`src/rtl/life_pkg.sv`:
```
// life_pkg -- shared types and constants for the life_engine cellular automaton.
//   life_state_t   : control FSM encoding (PAUSED / RUNNING / HALTED)
//   NBR_W          : width of a live-neighbour count (0..8)
//   CONWAY_BIRTH   : B3 birth mask
//   CONWAY_SURVIVE : S23 survive mask
//   count8()       : population count of an 8-bit neighbour vector
package life_pkg;

    typedef enum logic [1:0] {
        PAUSED  = 2'd0,
        RUNNING = 2'd1,
        HALTED  = 2'd2
    } life_state_t;

    localparam int          NBR_W          = 4;
    localparam logic [8:0]  CONWAY_BIRTH   = 9'b0_0000_1000;
    localparam logic [8:0]  CONWAY_SURVIVE = 9'b0_0000_1100;

    function automatic logic [NBR_W-1:0] count8(input logic [7:0] v);
        logic [NBR_W-1:0] n;
        n = '0;
        for (int i = 0; i < 8; i++) begin
            n = n + NBR_W'(v[i]);
        end
        return n;
    endfunction

endpackage

```
`src/rtl/life_cell_next.sv`:
```
// life_cell_next -- next-generation value of one cell under an outer-totalistic rule.
//   nbr          in  8  live/dead state of the eight surrounding cells
//   cur          in  1  current state of this cell
//   birth_mask   in  9  bit n: dead cell with n live neighbours becomes live
//   survive_mask in  9  bit n: live cell with n live neighbours stays live
//   nxt          out 1  cell state for the next generation (combinational)
module life_cell_next
    import life_pkg::*;
(
    input  logic [7:0] nbr,
    input  logic       cur,
    input  logic [8:0] birth_mask,
    input  logic [8:0] survive_mask,
    output logic       nxt
);

    logic [NBR_W-1:0] n;

    assign n   = count8(nbr);
    assign nxt = cur ? survive_mask[n] : birth_mask[n];

endmodule

```
`src/rtl/life_engine.sv`:
```
// life_engine -- W x H cellular-automaton engine with run/pause/step control.
//   clk, rst      clock; synchronous active-high reset
//   cmd_run       level: free-run at one generation per 2^TICK_DIV cycles
//   cmd_step      pulse: advance one generation while paused (held = every cycle)
//   cmd_load      pulse: copy init_cells into the grid, clear generation
//   init_cells    load / reset pattern, index W*y + x
//   birth_mask    dead cell with n neighbours is born when bit n set
//   survive_mask  live cell with n neighbours survives when bit n set
//   cells         current grid
//   generation    generations committed since last load/reset (wraps)
//   population    registered popcount of cells (one cycle behind)
//   stable        combinational: next generation equals cells
//   state         life_state_t FSM state
// Optional feature: define LIFE_AUTO_HALT_EN to stop in HALTED when a run-mode
// tick finds the grid stable. Without it HALTED is never entered.
module life_engine
    import life_pkg::*;
#(
    parameter int W        = 8,
    parameter int H        = 8,
    parameter int TICK_DIV = 23,
    parameter int GEN_W    = 16,
    parameter int WRAP     = 0
) (
    input  logic                     clk,
    input  logic                     rst,
    input  logic                     cmd_run,
    input  logic                     cmd_step,
    input  logic                     cmd_load,
    input  logic [W*H-1:0]           init_cells,
    input  logic [8:0]               birth_mask,
    input  logic [8:0]               survive_mask,
    output logic [W*H-1:0]           cells,
    output logic [GEN_W-1:0]         generation,
    output logic [$clog2(W*H+1)-1:0] population,
    output logic                     stable,
    output life_state_t              state
);

    localparam int N  = W * H;
    localparam int PW = $clog2(N + 1);
    localparam int TW = (TICK_DIV > 0) ? TICK_DIV : 1;

    logic [N-1:0]  nxt;
    logic [PW-1:0] pop_c;
    logic [TW-1:0] tick_cnt;
    logic          tick;
    logic          halt_now;
    logic          go;
    logic          commit_vld;   // a step/tick was accepted last cycle; commit now

    // Per-cell neighbour wiring. Offsets k: 0..2 row below, 3/4 same row,
    // 5..7 row above. Off-grid neighbours either wrap or read dead.
    for (genvar y = 0; y < H; y++) begin : g_row
        for (genvar x = 0; x < W; x++) begin : g_col
            logic [7:0] nbr;
            for (genvar k = 0; k < 8; k++) begin : g_nbr
                localparam int DX = (k == 0 || k == 3 || k == 5) ? -1 :
                                    (k == 2 || k == 4 || k == 7) ?  1 : 0;
                localparam int DY = (k < 3) ? -1 : (k < 5) ? 0 : 1;
                localparam int NX = x + DX;
                localparam int NY = y + DY;
                localparam int ON = (NX >= 0 && NX < W && NY >= 0 && NY < H) ? 1 : 0;
                localparam int WX = (NX + W) % W;
                localparam int WY = (NY + H) % H;
                if (WRAP != 0 || ON != 0) begin : g_live
                    assign nbr[k] = cells[W*WY + WX];
                end else begin : g_dead
                    assign nbr[k] = 1'b0;
                end
            end
            life_cell_next u_cell (
                .nbr          (nbr),
                .cur          (cells[W*y + x]),
                .birth_mask   (birth_mask),
                .survive_mask (survive_mask),
                .nxt          (nxt[W*y + x])
            );
        end
    end

    assign stable = (nxt == cells);

    always_comb begin
        pop_c = '0;
        for (int i = 0; i < N; i++) begin
            pop_c = pop_c + PW'(cells[i]);
        end
    end

    assign tick = (state == RUNNING) && ((TICK_DIV == 0) || (tick_cnt == '1));

`ifdef LIFE_AUTO_HALT_EN
    assign halt_now = stable;
`else
    assign halt_now = 1'b0;
`endif

    // Request a commit for next cycle: step only while paused, tick only while
    // running and not halting on it.
    assign go = ((state == PAUSED) && cmd_step) || (tick && !halt_now);

    always_ff @(posedge clk) begin
        if (rst) begin
            cells      <= init_cells;
            generation <= '0;
            population <= '0;
            tick_cnt   <= '0;
            commit_vld <= 1'b0;
            state      <= PAUSED;
        end else begin
            population <= pop_c;
            if (cmd_load) begin
                // Load wins over any commit this cycle and drops any pending one.
                cells      <= init_cells;
                generation <= '0;
                tick_cnt   <= '0;
                commit_vld <= 1'b0;
                if (state == HALTED) state <= PAUSED;
            end else begin
                commit_vld <= go;
                if (commit_vld) begin
                    cells      <= nxt;
                    generation <= generation + 1'b1;
                end
                case (state)
                    PAUSED: begin
                        tick_cnt <= '0;
                        if (cmd_run) state <= RUNNING;
                    end
                    RUNNING: begin
                        if (!cmd_run) begin
                            state    <= PAUSED;
                            tick_cnt <= '0;
                        end else if (tick && halt_now) begin
                            state    <= HALTED;
                            tick_cnt <= '0;
                        end else begin
                            tick_cnt <= tick_cnt + 1'b1;
                        end
                    end
                    HALTED: begin
                        tick_cnt <= '0;
                        if (!cmd_run) state <= PAUSED;
                    end
                    default: begin
                        tick_cnt <= '0;
                        state    <= PAUSED;
                    end
                endcase
            end
        end
    end

endmodule

```
`config.mk`:
```
export PLATFORM = sky130hd
export DESIGN_NAME = life_engine
export DESIGN_NICKNAME = d
export VERILOG_FILES = /design/src/rtl/life_pkg.sv /design/src/rtl/life_cell_next.sv /design/src/rtl/life_engine.sv
export SDC_FILE = /design/constraint.sdc
export NUM_CORES = 1
export LEC_CHECK = 0
export BUFFER_PORTS_ARGS = -buffer_cell sky130_fd_sc_hd__buf_4
export CAP_MARGIN = 20
export CELL_PAD_IN_SITES_DETAIL_PLACEMENT = 0
export CELL_PAD_IN_SITES_GLOBAL_PLACEMENT = 1
export CORE_AREA = 2 2 260 262
export CTS_CLUSTER_SIZE = 10
export DETAILED_ROUTE_END_ITERATION = 16
export DIE_AREA = 0 0 262 264
export PLACE_DENSITY = 0.64
export SETUP_SLACK_MARGIN = 0.05
export SYNTH_ARGS = -nofsm -noshare
export SYNTH_HDL_FRONTEND = slang
export SYNTH_SLANG_ARGS = --single-unit
```
`constraint.sdc`:
```
create_clock -name clk -period 6.1 [get_ports clk]
set_input_delay 1.22 -clock clk [delete_from_list [all_inputs] [get_ports clk]]
set_output_delay 1.22 -clock clk [all_outputs]
set_load 0.01 [all_outputs]
```
==> reports/results.ini, run 1 <==
[status]
status = finished with violations
violations = negative setup slack

[detailed_routing]
wire_per_inst_um = 30.4
viasPerCell = 6.17
drt_iter0_markers = 2668
ant_nets = 0
via_count = 22625
drc = 0
first_pass_iters = 6
routed_wl_um = 111000

[global_route]
grtUsageMet1_pct = 44.2
antenna_found_initial = 2
busiest_layer = met2
use_met3_pct = 6.75
grt_first_pass_wirelength_um = 160000
overflow = 0
grtUsageTotal_pct = 32.3
grt_use_met2_pct = 49.2
grt_max_degree = 59
grt_pass1_vias = 22763

[synth]
synth_ff_type = edfxtp_1
synth_seq_cells = 112
yosysWarnings = 0
synth_cell_types = 74
syn-num-nets = 2869
yosysTopAreaCell = mux4_2
syn_inst = 2354
syn_area_per_cell_um2 = 10.4
synth_top_area_share_pct = 21.9
postSynth.asyncResetShare_pct = 0
synth-edff-count = 64
synthTopCellsByCount = inv_1, fa_1, mux4_2, ha_1, nand2_1
synth_most_common_cell = inv_1
ys_seq_area_share_pct = 11.8
netlist_area_mm2 = 0.0244
synth_area_leaders = mux4_2, fa_1, ha_1

[cts]
tritoncts = built
numCtsBuffers = 9
htreeDepth = 3
clk_pin_slew_ns = 0.11
cts_buffer_depth = 2
clock-sinks = 112
root_buffer = clkbuf_16
clkLatencyLatePin_ns = 0.44
cts-hold-fix-buffers = 0

[sta]
rsz0062_at_grt = yes
setup_tns_ns = -0.931
skew_ns = 0.0295
fin_crit_sh_pct = 109
maxClockFrequency_mhz = 151
period_needed_ns = 6.63
hold_viol = 0
setup_violations = 4
tightest_slew_ns = 1.18
max-slew-margin-rel_pct = 20.6
drv_slew = 0
worst_slack_ns = -0.528

[setup_path]
worst_setup_path_end_kind = output pin
ff2ff_path_depth = 21
cp_top_family = adder cells
slowest_stage = fa_1
startpoint_type = flip-flop
worstReg2RegEnd = population[6]
rr_startpoint = cells[21]
path_max_fanout = 5
cp.required_ns = 4.88
crit_buf_inv = 7
crit_arrival_ns = 5.41
worst-r2r-setup-slack_ns = -0.22
path_cells = buf_4 -> buf_4 -> buf_4 -> clkinvlp_4 -> fa_1 -> fa_1 -> fa_2 -> fa_1 -> buf_4 -> mux4_2 -> mux2_2 -> a221o_1 -> o21a_1 -> o2111ai_1 -> buf_4 -> nor4_4 -> and4_4 -> buf_6
crit_path_frequent_cell = buf_4
cp_slowest_stage_delay_ns = 0.64
crit_type = reg2out

[placed_design]
post-dp-hpwl_um = 85500
io_buffer_count = 175
gp_congestion = 0.975

[worst_hold_path]
hold_class = reg2reg
holdPathEnd = tick_cnt[0]
min_path_cells = 1
worstHoldStart = tick_cnt[0]

[final_layout]
drive_above_1_share_pct = 38.0
fin_util_pct = 45.5
nFillCells = 6329
final_nets = 3305
synthToLayoutAreaGrowth_pct = 23.9

[floorplanning]
die_area_mm2 = 0.0692
rows = 95
core_mm2 = 0.0666
dieWidth_um = 262
dieHeight_um = 264
start_util_pct = 36.7
ios = 177

[job]
cap_violations = 0

-- state kept, by name, summed over array words and instances, names as in the netlist --
register / cells
generation: 16
state: 1
population: 7
cells: 64
tick_cnt: 23
commit_vld: 1
-- worst max path at each step --
stage,depth (start not counted),slack [ns],startpoint,to
2_1_floorplan,19,0.05,cells[37],population[5]
3_3_place_gp,16,-0.34,cells[37],stable
3_5_place_dp,17,-0.48,cells[41],stable
4_1_cts,17,-0.47,cells[2],stable
5_1_grt,16,-0.60,cells[45],stable
6_report,18,-0.53,cells[45],stable
-- layout by cell type (no fill, tap or decap), types with 7 or more instances in the layout --
cell and instances:
mux2i_1 67, clkbuf_16 9, ha_1 173, mux4_2 239, nand2_1 160, o21ai_0 110
fa_1 214, nand3_1 57, nor2_1 102, nand4_1 19, a221oi_1 7, or4_1 7
o31ai_1 12, a211oi_1 8, fa_2 36, a31oi_1 13, xnor2_1 25, or3_1 14
edfxtp_1 64, o21ai_1 7, buf_4 612, nor2b_1 48, mux2_2 54, inv_1 337
inv_2 14, and3_1 7, xnor2_2 10, xor2_1 32, o21a_1 11, dfxtp_1 48
buf_12 9, a21oi_1 63, buf_6 7, nor3_1 12, nand3b_1 7, a221o_1 8
a21o_1 7, nor4_1 7
-- kinds of logic after synthesis --
logic type	share of synthesized area (%)
fa+ha+maj	29.6
mux	28.1
xor+xnor	2.50
simple gates	10.0
buf+inv	9.70
flops	11.8
other cells	0.0153
compound gates	8.24
-- routing by layer --
layer / part of all wire, % / routed length, µm
met1: 39 / 43300
met4: 5.9 / 6620
met3: 11 / 12300
met5: 0 / 0
met2: 44 / 49300
-- repair_timing --
action / 4_1_cts / 5_1_grt
endpoints found under the setup margin: 4 / 6
buffers inserted: 23 / 21
resized for setup: 91 / 59
pin swaps: 28 / 56
gates cloned: 0 / 0
-- stage by stage --
step / worst slack [ns] / hold WS, ns / area [µm²] / cells
3_3_place_gp: -0.340 / 0.431 / 29000 / 3611
6_report: -0.528 / 0.451 / 30300 / 3669
5_1_grt: -0.603 / 0.485 / 30300 / 3668
4_1_cts: -0.475 / 0.453 / 29900 / 3650
3_5_place_dp: -0.480 / 0.438 / 29000 / 3611
2_1_floorplan: 0.0512 / 0.418 / 24400 / 2354
-- final cells by class --
| class | instances | area [µm²] | share of cell area (%) |
|---|---|---|---|
| Antenna cell | 1 | 2.50 | 0.00826 |
| Clock buffer | 10 | 229 | 0.756 |
| Clock inverter | 6 | 72.6 | 0.240 |
| Inverter | 355 | 1350 | 4.45 |
| Multi-Input combinational cell | 1684 | 19800 | 65.4 |
| Sequential cell | 112 | 2880 | 9.52 |
| Tap cell | 873 | 1090 | 3.61 |
| Timing Repair Buffer | 628 | 4850 | 16.0 |
-- worst register-to-register path: cells and delay by family, from the launching register on --
family | cells | cell delay, ns
buffers and inverters | 6 | 0.47
adder cells (fa/ha/maj) | 10 | 4.64
AND/OR/NAND/NOR | 1 | 0.08
AO/OA/AOI/OAI | 4 | 0.56
flip-flops | 1 | 0.47
Power of run 1 is left out: the tool's default activity adds up to more than one toggle a clock period on the data nets, which glitch-free logic cannot reach.
==> inputs of run 2 (changes only) <==
--- a/config.mk
+++ b/config.mk
@@ -9,12 +9,13 @@
 export CAP_MARGIN = 20
 export CELL_PAD_IN_SITES_DETAIL_PLACEMENT = 0
 export CELL_PAD_IN_SITES_GLOBAL_PLACEMENT = 1
-export CORE_AREA = 2 2 260 262
+export CORE_AREA = 2 2 276 278
 export CTS_CLUSTER_SIZE = 10
 export DETAILED_ROUTE_END_ITERATION = 16
-export DIE_AREA = 0 0 262 264
-export PLACE_DENSITY = 0.64
+export DIE_AREA = 0 0 278 280
+export PLACE_DENSITY = 0.62
 export SETUP_SLACK_MARGIN = 0.05
 export SYNTH_ARGS = -nofsm -noshare
 export SYNTH_HDL_FRONTEND = slang
+export SYNTH_HIERARCHICAL = 1
 export SYNTH_SLANG_ARGS = --single-unit
==> run 2 against run 1 <==
The run still ends with negative setup slack left. Synthesized cell count is 4.2% lower. Non-clock buffer count decreased by 163. Area after synthesis rose by 13%. Final cell count increased by 2.2%. Maximum frequency fell by 1.3%. First-iteration DRC count decreased by 38%.
==> reports/results.ini, run 2 <==
[status]
status = finished with violations
violations = negative setup slack

[placed_design]
io_buffer_count = 175
dp_cells = 3703
post-dp-hpwl_um = 68100
gp_congestion = 0.857

[cts]
clock-sinks = 112
cts_buffer_depth = 2
numCtsBuffers = 9
root_buffer = clkbuf_16
tritoncts = built
clkLatencyLatePin_ns = 0.44
htreeDepth = 3
clk_pin_slew_ns = 0.12

[synth]
synth_top_area_share_pct = 24.5
synth_seq_cells = 112
synth-edff-count = 64
yosysTopAreaCell = mux4_1
netlist_area_mm2 = 0.0275
ys_seq_area_share_pct = 10.5
yosysWarnings = 6
syn_area_per_cell_um2 = 12.2
synth_cell_types = 50
synthTopCellsByCount = inv_1, fa_1, mux4_1, nand2_1, ha_1
synth_ff_type = edfxtp_1
postSynth.asyncResetShare_pct = 0
synth_area_leaders = mux4_1, fa_1, ha_1
syn_inst = 2254
synth_most_common_cell = inv_1

[final_layout]
layout_commonest_cell = buf_4
final_nets = 3370
drive_above_1_share_pct = 25.6
final_cell_mix = buf_4, inv_1, fa_1
largest_reg_flops = 64
synthToLayoutAreaGrowth_pct = 20.6
fin_cells = 3749
reg_top3 = cells (64), tick_cnt (23), generation (16)
top_register = cells

[worst_hold_path]
min_path_cells = 2
holdPathEnd = tick_cnt[21]
hold_class = reg2reg
worstHoldStart = tick_cnt[21]

[detailed_routing]
ant_nets = 0
drc = 0
maxUsedRoutingLayer = met5
wl_met1_um = 40600
wire_per_inst_um = 26.4
met2_length_um = 47700
viasPerCell = 5.84
first_pass_iters = 5
via_count = 21898
routed_wl_um = 99200
dr_wl_met3_um = 7780
drt_iter0_markers = 1666

[setup_path]
path_max_fanout = 5
ff2ff_path_depth = 20
worst-r2r-setup-slack_ns = -0.13
crit_arrival_ns = 5.49
cp.required_ns = 4.88
worstReg2RegEnd = population[6]
rr_startpoint = cells[35]
startpoint_type = flip-flop
crit_type = reg2out
worst_setup_path_end_kind = output pin

[floorplanning]
core_mm2 = 0.0752
dieHeight_um = 280
start_util_pct = 36.6
die_area_mm2 = 0.0778
dieWidth_um = 278
rows = 101
ios = 177

[sta]
fin_crit_sh_pct = 110
hold_viol = 0
drv_slew = 0
rsz0062_at_grt = yes
max-slew-margin-rel_pct = 29.5
setup_violations = 3
tightest_slew_ns = 1.06
worst_slack_ns = -0.614
maxClockFrequency_mhz = 149
skew_ns = 0.0253
period_needed_ns = 6.71

[global_route]
grt_max_degree = 65
antenna_found_initial = 3
grt_pass1_vias = 23596
grtUsageTotal_pct = 25.8
grt_first_pass_wirelength_um = 150000
overflow = 0

[job]
cap_violations = 0

run 2: per-layer routing:
| metal | global-route usage [%] | up-vias |
|---|---|---|
| met4 | 8.61 | 4 |
| met5 | 0 | - |
| met1 | 33.9 | 11355 |
| li1 | - | 9262 |
| met2 | 43.2 | 1081 |
| met3 | 4.60 | 196 |
run 2: cells by family (layout without fill, tap and decap cells):
family,count (synthesis),after routing,share of synthesized area [%]
and+or+nand+nor,490,490,8.88
AOI/OAI and AO/OA,98,98,1.99
adders and majority gates,519,519,32.1
buffers and inverters,430,853,6.05
other,1,95,0.0136
muxes,452,452,35.7
DFF,112,112,10.5
xor gates and xnor gates,152,152,4.84
run 2: cell type report:
type	count	area, µm²
timing repair buffer	465	3770
sequential	112	2880
clock inverter	6	75.1
antenna	2	5.00
multi-input combinational	1804	23600
tap	978	1220
clock buffer	10	250
fill	7017	42000
inverter	372	1400
run 2: repair_timing:
action,CTS,global route
resized for setup,56,43
setup buffers,15,14
gates cloned,0,0
pin swaps,37,27
endpoints found under the setup margin,5,6
hold buffers,0,0
run 2: worst max-delay path by stage:
stage                     cells past startpoint  slack (ns)             to      start
final                                        14       -0.61         stable  cells[26]
after global routing                         14       -0.70         stable  cells[26]
after CTS                                    15       -0.57         stable  cells[50]
after detailed placement                     17       -0.52         stable  cells[37]
after global placement                       15       -0.48         stable  cells[39]
after floorplan                              18       -0.04  population[6]  cells[35]
run 2: critical path, stage by stage (launching register included):
cell	delay, ns
edfxtp_1	0.53
buf_4	0.21
fa_1	0.51
fa_1	0.52
inv_1	0.05
fa_2	0.61
mux4_1	0.60
mux4_2	0.47
mux2_4	0.28
xor2_1	0.17
nor4_4	0.40
nand4_1	0.16
nor4_2	0.27
buf_4	0.18
buf_6	0.10
run 2: through the flow:
stage | TNS (ns) | setup slack (ns) | util, % | hold WS, ns | instance area, µm²
3_5_place_dp | -0.610 | -0.521 | 43.0 | 0.471 | 32400
4_1_cts | -0.924 | -0.569 | 43.8 | 0.486 | 33000
5_1_grt | -1.12 | -0.698 | 44.1 | 0.513 | 33200
2_1_floorplan | -0.0362 | -0.0362 | - | 0.446 | 27900
6_report | -0.788 | -0.614 | 44.1 | 0.486 | 33200
3_3_place_gp | -0.518 | -0.478 | 43.0 | 0.461 | 32400
Power of run 2 is left out for the same reason.
